===== src/rtl/spi_slave_pkg.sv =====
// Shared constants for the SPI slave: FSM encoding and synchronizer depth.
package spi_slave_pkg;

    localparam int unsigned SYNC_DEPTH = 2;

    localparam int unsigned STATE_W = 1;
    localparam logic [STATE_W-1:0] ST_IDLE   = 1'b0;
    localparam logic [STATE_W-1:0] ST_ACTIVE = 1'b1;

endpackage


===== src/rtl/spi_sync_edge.sv =====
// Two-flop synchronizer with rise/fall strobes on the synchronized level.
// Strobes are masked until the chain has flushed after reset, so a line that
// is already active at reset release does not produce a spurious edge.
module spi_sync_edge
    import spi_slave_pkg::*;
#(
    parameter logic P_RST_VAL = 1'b0
) (
    input  logic i_clk,
    input  logic i_rst_n,
    input  logic i_async,
    output logic o_rise_c,
    output logic o_fall_c
);

    localparam int unsigned FLUSH_W   = $clog2(SYNC_DEPTH + 2);
    localparam logic [FLUSH_W-1:0] FLUSH_DONE = FLUSH_W'(SYNC_DEPTH + 1);

    logic [SYNC_DEPTH-1:0] sync_q;
    logic                  prev_q;
    logic [FLUSH_W-1:0]    flush_q;
    logic                  level;

    // Synchronizer chain, previous-level flop and post-reset flush counter
    always_ff @(posedge i_clk or negedge i_rst_n) begin
        if (!i_rst_n) begin
            sync_q  <= {SYNC_DEPTH{P_RST_VAL}};
            prev_q  <= P_RST_VAL;
            flush_q <= '0;
        end else begin
            sync_q <= {sync_q[SYNC_DEPTH-2:0], i_async};
            prev_q <= sync_q[SYNC_DEPTH-1];
            if (flush_q != FLUSH_DONE) begin
                flush_q <= flush_q + FLUSH_W'(1);
            end
        end
    end

    assign level    = sync_q[SYNC_DEPTH-1];
    assign o_rise_c = (flush_q == FLUSH_DONE) &&  level && !prev_q;
    assign o_fall_c = (flush_q == FLUSH_DONE) && !level &&  prev_q;

endmodule


===== src/rtl/spi_slave.sv =====
// SPI slave, all modes via P_CPOL/P_CPHA, with a one-word transmit buffer.
// SPI pins are oversampled in the i_clk domain.
module spi_slave
    import spi_slave_pkg::*;
#(
    parameter int unsigned P_DATA_WIDTH = 8,
    parameter int unsigned P_CPOL       = 0,
    parameter int unsigned P_CPHA       = 0
) (
    input  logic                    i_clk,
    input  logic                    i_rst_n,
    input  logic                    i_spi_clk,
    input  logic                    i_spi_cs,
    input  logic                    i_spi_mosi,
    output logic                    o_spi_miso,
    output logic                    o_spi_miso_oe,
    input  logic [P_DATA_WIDTH-1:0] i_user_data,
    input  logic                    i_user_valid,
    output logic                    o_ready,
    output logic [P_DATA_WIDTH-1:0] o_user_data,
    output logic                    o_user_valid
);

    localparam int unsigned W     = P_DATA_WIDTH;
    localparam int unsigned CNT_W = $clog2(W);
    localparam logic [CNT_W-1:0] CNT_LAST = CNT_W'(W - 1);

    logic sclk_rise_c, sclk_fall_c, cs_rise_c, cs_fall_c;
    logic lead_c, trail_c, sample_c, shift_c;
    logic [SYNC_DEPTH-1:0] mosi_q;
    logic mosi_s;

    logic [STATE_W-1:0] state_q, state_d;
    logic [CNT_W-1:0]   cnt_q, cnt_d;
    logic [W-1:0]       rx_q, rx_d;
    logic [W-1:0]       tx_q, tx_d;
    logic [W-1:0]       buf_q, buf_d;
    logic               ready_q, ready_d;
    logic [W-1:0]       rdata_q, rdata_d;
    logic               rvalid_q, rvalid_d;
    logic               miso_q, miso_d;
    logic               oe_q, oe_d;
    logic               wr_c, word_start_c;

    spi_sync_edge #(.P_RST_VAL(1'(P_CPOL))) u_sclk_sync (
        .i_clk    (i_clk),
        .i_rst_n  (i_rst_n),
        .i_async  (i_spi_clk),
        .o_rise_c (sclk_rise_c),
        .o_fall_c (sclk_fall_c)
    );

    spi_sync_edge #(.P_RST_VAL(1'b1)) u_cs_sync (
        .i_clk    (i_clk),
        .i_rst_n  (i_rst_n),
        .i_async  (i_spi_cs),
        .o_rise_c (cs_rise_c),
        .o_fall_c (cs_fall_c)
    );

    // MOSI level synchronizer; no edge detection needed
    always_ff @(posedge i_clk or negedge i_rst_n) begin
        if (!i_rst_n) begin
            mosi_q <= '0;
        end else begin
            mosi_q <= {mosi_q[SYNC_DEPTH-2:0], i_spi_mosi};
        end
    end

    assign mosi_s   = mosi_q[SYNC_DEPTH-1];
    assign lead_c   = (P_CPOL == 0) ? sclk_rise_c : sclk_fall_c;
    assign trail_c  = (P_CPOL == 0) ? sclk_fall_c : sclk_rise_c;
    assign sample_c = (P_CPHA == 0) ? lead_c  : trail_c;
    assign shift_c  = (P_CPHA == 0) ? trail_c : lead_c;
    assign wr_c     = i_user_valid && ready_q;

    // State and datapath registers
    always_ff @(posedge i_clk or negedge i_rst_n) begin
        if (!i_rst_n) begin
            state_q  <= ST_IDLE;
            cnt_q    <= '0;
            rx_q     <= '0;
            tx_q     <= '0;
            buf_q    <= '0;
            ready_q  <= 1'b1;
            rdata_q  <= '0;
            rvalid_q <= 1'b0;
            miso_q   <= 1'b0;
            oe_q     <= 1'b0;
        end else begin
            state_q  <= state_d;
            cnt_q    <= cnt_d;
            rx_q     <= rx_d;
            tx_q     <= tx_d;
            buf_q    <= buf_d;
            ready_q  <= ready_d;
            rdata_q  <= rdata_d;
            rvalid_q <= rvalid_d;
            miso_q   <= miso_d;
            oe_q     <= oe_d;
        end
    end

    // Next-state, receive/transmit shifting and buffer handshake
    always_comb begin
        state_d      = state_q;
        cnt_d        = cnt_q;
        rx_d         = rx_q;
        tx_d         = tx_q;
        buf_d        = buf_q;
        ready_d      = ready_q;
        rdata_d      = rdata_q;
        rvalid_d     = 1'b0;
        word_start_c = 1'b0;

        if (wr_c) begin
            buf_d   = i_user_data;
            ready_d = 1'b0;
        end

        case (state_q)
            ST_IDLE: begin
                if (cs_fall_c) begin
                    state_d      = ST_ACTIVE;
                    cnt_d        = '0;
                    word_start_c = (P_CPHA == 0);
                end
            end
            ST_ACTIVE: begin
                if (cs_rise_c) begin
                    // partial word dropped; transmit buffer left untouched
                    state_d = ST_IDLE;
                    cnt_d   = '0;
                    rx_d    = '0;
                end else begin
                    if (sample_c) begin
                        rx_d = {rx_q[W-2:0], mosi_s};
                        if (cnt_q == CNT_LAST) begin
                            cnt_d    = '0;
                            rdata_d  = rx_d;
                            rvalid_d = 1'b1;
                        end else begin
                            cnt_d = cnt_q + CNT_W'(1);
                        end
                    end
                    // a shift edge with the counter at zero opens a new word
                    if (shift_c) begin
                        if (cnt_q == '0) begin
                            word_start_c = 1'b1;
                        end else begin
                            tx_d = {tx_q[W-2:0], 1'b0};
                        end
                    end
                end
            end
            default: state_d = ST_IDLE;
        endcase

        // load from the buffer as it stood this cycle; a same-cycle write is kept
        if (word_start_c) begin
            tx_d = ready_q ? '0 : buf_q;
            if (!wr_c) begin
                ready_d = 1'b1;
            end
        end

        oe_d   = (state_d == ST_ACTIVE);
        miso_d = oe_d ? tx_d[W-1] : 1'b0;
    end

    assign o_spi_miso    = miso_q;
    assign o_spi_miso_oe = oe_q;
    assign o_ready       = ready_q;
    assign o_user_data   = rdata_q;
    assign o_user_valid  = rvalid_q;

endmodule

===== config.mk =====
export PLATFORM = sky130hd
export DESIGN_NAME = spi_slave
export DESIGN_NICKNAME = d
export VERILOG_FILES = /design/src/rtl/spi_slave_pkg.sv /design/src/rtl/spi_sync_edge.sv /design/src/rtl/spi_slave.sv
export SDC_FILE = /design/constraint.sdc
export NUM_CORES = 1
export LEC_CHECK = 0
export CAP_MARGIN = 20
export CORE_ASPECT_RATIO = 1.1
export CORE_MARGIN = 4
export CORE_UTILIZATION = 49
export DETAILED_ROUTE_END_ITERATION = 6
export HOLD_SLACK_MARGIN = 0.06
export PLACE_DENSITY_LB_ADDON = 0.3
export SLEW_MARGIN = 10
export SYNTH_ARGS = -nofsm -noshare
export SYNTH_HDL_FRONTEND = slang
export SYNTH_SLANG_ARGS = --single-unit

===== constraint.sdc =====
create_clock -name i_clk -period 1.56 [get_ports i_clk]
set_input_delay 0.312 -clock i_clk [delete_from_list [all_inputs] [get_ports i_clk]]
set_output_delay 0.312 -clock i_clk [all_outputs]
set_load 0.1 [all_outputs]

# After elaboration in Yosys (flattened, before gate mapping)

Index checks and enable logic that the tools add are counted.

Bits in registers: 50
Input port bits: 14
Word-level logic and storage cells: 80

Add/subtract/negate cells: 3
Equality and inequality tests: 9
Muxes and demuxes: 28
Bitwise gates (word level): 2
Reductions and logical operators: 21

Operators by type and width:

| cell                  | number |
|---|---|
| $mux W8               | 6 |
| $mux W7               | 2 |
| $mux W1               | 13 |
| $mux W3               | 4 |
| $logic_and A1 B1 Y1   | 9 |
| $ne A2 B2 Y1 const B  | 4 |
| $reduce_and A4 Y1     | 2 |
| $pmux W3 S2           | 1 |
| $reduce_bool A2 Y1    | 3 |
| $add A2 B1 Y2 const B | 2 |
| $eq A2 B2 Y1 const B  | 2 |
| $logic_not A1 Y1      | 4 |
| $pmux W1 S2           | 2 |
| $reduce_and A2 Y1     | 2 |
| $add A3 B1 Y3 const B | 1 |
| $eq A3 B3 Y1 const B  | 1 |
| $logic_not A3 Y1      | 1 |
| $ne A3 B3 Y1 const B  | 1 |
| $ne A2 B1 Y1 const B  | 1 |
| $not A1 Y1            | 2 |

# Longest topological paths before layout

Depth in word-level cells: 8
Mapped depth: 8
Gate-level depth less buffers: 6

# Hierarchy

From an unflattened synthesis, not the netlist that was laid out.

Cells, all modules: 174
Area, all modules: 2197.1 um^2

By module, submodules not included:

| module                       | instances | cells an instance | area an instance (um^2) | seq. area each (um^2) |
|---|---|---|---|---|
| spi_slave                    | 1         | 154               | 1830.5                  | 1002.2 |
| spi_sync_edge at u_cs_sync   | 1         | 10                | 185.2                   | 128.9 |
| spi_sync_edge at u_sclk_sync | 1         | 10                | 181.4                   | 125.1 |

# Least setup slack after synthesis

No wires, ideal clock.

Path type: flip-flop to flip-flop
Start: reg, netlist name o_spi_miso_oe
End: reg tx_q[0]
Library setup time: 121 ps
Data arrival time: 1929 ps
Path slack: -491 ps
Cell stages (with the launch flop): 5
Buffers on the path: 1
Cells stage by stage: dfrtp_1 > inv_1 > or3_1 > buf_6 > a32o_2

RTL lines:

| item                 | line            | source |
|---|---|---|
| end signal, assigned | spi_slave.sv:94 | `tx_q <= tx_d;` |
| end, declared        | spi_slave.sv:36 | `logic [W-1:0] tx_q, tx_d;` |

# Worst setup path after layout

Start: reg u_cs_sync.flush_q[1]
End: reg tx_q[2]

Word-level cells in the longest chain between the ends: 7
Elaborated cells between the ends (all ways): 14
Those cells by class: 3 x eq/ne; 4 x mux; 7 x reduce/logical

Ends and longest elaborated chain:

| item                                                        | line                                     | source |
|---|---|---|
| start, declared                                             | spi_sync_edge.sv:21                      | `logic [FLUSH_W-1:0] flush_q;` |
| start signal, assigned                                      | spi_sync_edge.sv:34                      | `flush_q <= flush_q + FLUSH_W'(1);` |
| $eq A2 B2 Y1 (*)                                            | spi_sync_edge.sv:40, spi_sync_edge.sv:41 |  |
| $logic_and A1 B1 Y1, on equally long branches (2 in series) | spi_sync_edge.sv:40, spi_sync_edge.sv:41 |  |
| $mux W1, on equally long branches                           | spi_slave.sv:130, spi_slave.sv:123       |  |
| $pmux W1 S2                                                 | spi_slave.sv:121                         | `case (state_q)` |
| $ne A2 B2 Y1 (no line) (tied with other cells)              | -                                        |  |
| $reduce_and A4 Y1 (no line)                                 | -                                        |  |

Mark *: on every way between the ends. The rest lies on a longest branch, timed or not.
A chain may end at the register's enable or synchronous reset.

==> run_results.csv <==
group,metric,value,unit
outcome,status,"finished with violations",
outcome,violations,"setup timing",
route,drtAntennaViolNets,0,
power_and_ir_drop,clockPowerShare,0.219,
worst_setup_path,crit_required,1.75,ns
grt,grt.overflow.total,0,
finish,stdcell_area,0.002828,mm²
worst_setup_path,cp-start-kind,"flip-flop",
die,die_area,0.005337,mm²
timing,worst_slack,-0.1056,ns
finish,final_layout_size_suffix_gt1_frac,0.4167,
route,drt_pass1_iterations,4,
power_and_ir_drop,peakVddDrop,1.068,mV
die,coreArea,0.004024,mm²
synth,syn-num-nets,160,
power_and_ir_drop,p_leak,1.331,nW
job,drv_cap,0,
power_and_ir_drop,power-per-cell-area,1243,mW/mm²
power_and_ir_drop,switching_share,0.3109,
worst_setup_path,cp-end-kind,"flip-flop",
die,die_y,76.22,µm
timing,period_share,1.068,
placed_design,place_ws,-0.1637,ns
power_and_ir_drop,p_comb_frac,0.279,
placed_design,dpl.hpwl,2822,µm
synth,syn_inst,141,
clocking,cts_tree,"yes",
synth,ys_types,37,
synth,yosysWarnings,0,
timing,period_minus_slack,1.666,ns
synth,async_flop_share,1.000,
clocking,clock_path_buffers,2,
route,dr.first_iter.drc_count,56,
timing,rsz0062_at_grt,"true",
worst_setup_path,critPathMaxStageDelay,0.42,ns
grt,grt_pass1_vias,1444,
route,via_per_inst,5.328,
placed_design,place_congestion,0.7690,
worst_hold_path,hold_path.class,"reg -> reg",
timing,setup_viol,17,
clocking,cts_max_level,2,
clocking,root_buffer,"clkbuf_8",
clocking,insertion_delay,0.30,ns
clocking,cts_inserted_buffers,5,
synth,ys_dominant_reg_cell,"dfrtp_1",
worst_setup_path,r2r_setup_slack,-0.11,ns
timing,tightest_slew,0.4138,ns
worst_setup_path,crit_type,"reg -> reg",
worst_setup_path,critical_path.max_fanout,5,
power_and_ir_drop,total_power,0.003515,W
die,start_util,0.5152,
finish,final_common_cell,"dfrtp_1",
grt,grtUsageTotal,0.1606,
synth,ys_seq_area_frac,0.6059,
worst_setup_path,critPathArrivalTime,1.86,ns
route,post_drt_wl_per_cell,16.08,µm
timing,hold_violations,0,
placed_design,io_buffer_count,25,
finish,layout_common_cells,"45 x dfrtp_1, 20 x buf_4, 13 x buf_12",
synth,avgSynthCellArea,14.70,µm²
finish,fin_util,0.7027,
route,num_vias,1300,
timing,finClkSkew,0.003782,ns
synth,synth_seq_cells,50,
grt,grt_max_degree,51,
worst_setup_path,cp_slowest_cell,"dfrtp_1",
finish,diodes,0,
timing,clock.fmax,600.4,MHz
timing,slew_violations,0,
synth,synth_edf_count,0,
power_and_ir_drop,power_frac_seq,0.502,
die,die_x,70.02,µm
power_and_ir_drop,power.internal,0.002422,W
finish,fin_nets,210,
die,pin_count,26,
finish,area_delta_synth_final,36.39,%
power_and_ir_drop,p_sw,0.001093,W
route,route.detailed.drc,0,
synth,syn-cell-area,0.002073,mm²
timing,timing.slew.headroom,0.7204,
route,wirelength,3923,µm
grt,grt_pass1_wl,6734,µm
clocking,clk_pin_slew_worst_paths,0.09,ns
die,core.rowCount,24,
grt,antenna_found_initial,0,
timing,tns,-0.8477,ns
clocking,cts.sinks,50,
worst_setup_path,worstPathCellList,"ha_4, and3b_4, or3_4, buf_6, mux2i_1, o2bb2ai_1",
placed_design,placed_area,0.002671,mm²
## cell usage after synthesis (2+ instances only)
master     instances  area (µm²)
dfrtp_1           46        1151
mux2_2            18       202.7
a22o_1             7       61.31
mux2i_1            7       70.07
and2_1             6       37.54
o2bb2ai_1          6       52.55
ha_1               5       62.56
dfstp_2            4       105.1
inv_1              4       15.01
buf_6              3       33.78
nand2_1            3       11.26
a32o_1             2       20.02
and3_1             2       12.51
buf_4              2       15.01
nand2b_1           2       12.51
nand3b_1           2       15.01
xnor2_1            2       17.52
## power groups by stage
stage	registers (W)	logic (W)	clock network (W)
floorplan	0.00192	0.000488	0
global placement	0.00176	0.000919	0
detailed placement	0.00178	0.000961	0
CTS	0.00176	0.000982	0.000792
global route	0.00179	0.00105	0.000857
finish	0.00177	0.000979	0.000770
## cell families after synthesis
logic type                 share of synthesized area
DFF                                           0.6059
and+or+nand+nor                              0.08992
adders and majority gates                    0.03018
AOI/OAI and AO/OA                             0.1032
buffers and inverters                        0.03077
muxes                                         0.1316
xor gates and xnor gates                    0.008451
## worst max-delay path, delay by kind of cell (launching register included)
kind / cells / cell delay, ns
buffers and inverters: 1 / 0.15
AOI/OAI and AO/OA: 1 / 0.09
DFF: 1 / 0.42
muxes: 1 / 0.18
and+or+nand+nor: 2 / 0.55
adders and majority gates: 1 / 0.18
## layer usage
metal	routed length, µm	up-vias	GRT usage
met4	63	0	0.06130
met3	170	5	0.05277
met1	1547	659	0.1740
met2	2141	28	0.2873
li1	-	608	-
met5	0	-	0
## timing repair
item	4_1_cts	5_1_grt
buffers inserted	1	1
setup endpoints to repair	25	22
gates cloned	1	0
pin swaps	2	2
endpoints found under the hold margin	46	0
hold buffers	1	0
resized for setup	7	2
## flip-flops by register name, summed over array words and instances (netlist names), 2 cells and up
name / flops
u_cs_sync.flush_q: 2
o_user_data: 8
mosi_q: 2
u_sclk_sync.flush_q: 2
u_sclk_sync.sync_q: 2
cnt_q: 3
u_cs_sync.sync_q: 2
rx_q: 7
tx_q: 8
buf_q: 8
## worst paths after layout
path                                                   from                       endpoint  depth (start not counted)
max                        u_cs_sync.flush_q[1]$_DFFE_PN0P_            tx_q[2]$_DFFE_PN0P_                          6
min                                     mosi_q[0]$_DFF_PN0_            mosi_q[1]$_DFF_PN0_                          0
max reg2reg                u_cs_sync.flush_q[1]$_DFFE_PN0P_            tx_q[2]$_DFFE_PN0P_                          6
min reg2reg                             mosi_q[0]$_DFF_PN0_            mosi_q[1]$_DFF_PN0_                          0
max in group asynchronous                           i_rst_n  u_cs_sync.sync_q[1]$_DFF_PN1_                          3
min in group asynchronous                           i_rst_n     o_user_data[6]$_DFFE_PN0P_                          3
## metrics by stage
step	hold WS, ns	cells
finish	0.3554	244
global route	0.3690	244
CTS	0.3560	243
detailed placement	0.3153	232
global placement	0.3146	232
floorplan	0.01641	141
## layout make-up
type                            instances  area (µm²)
Timing Repair Buffer                   48       556.8
Fill cell                             278        1196
Multi-Input combinational cell         82       832.0
Inverter                                4       15.01
Tap cell                               52       65.06
Sequential cell                        50        1264
Clock inverter                          2       12.51
Clock buffer                            6       82.58
No activity file was read; power rests on OpenSTA's default activity.
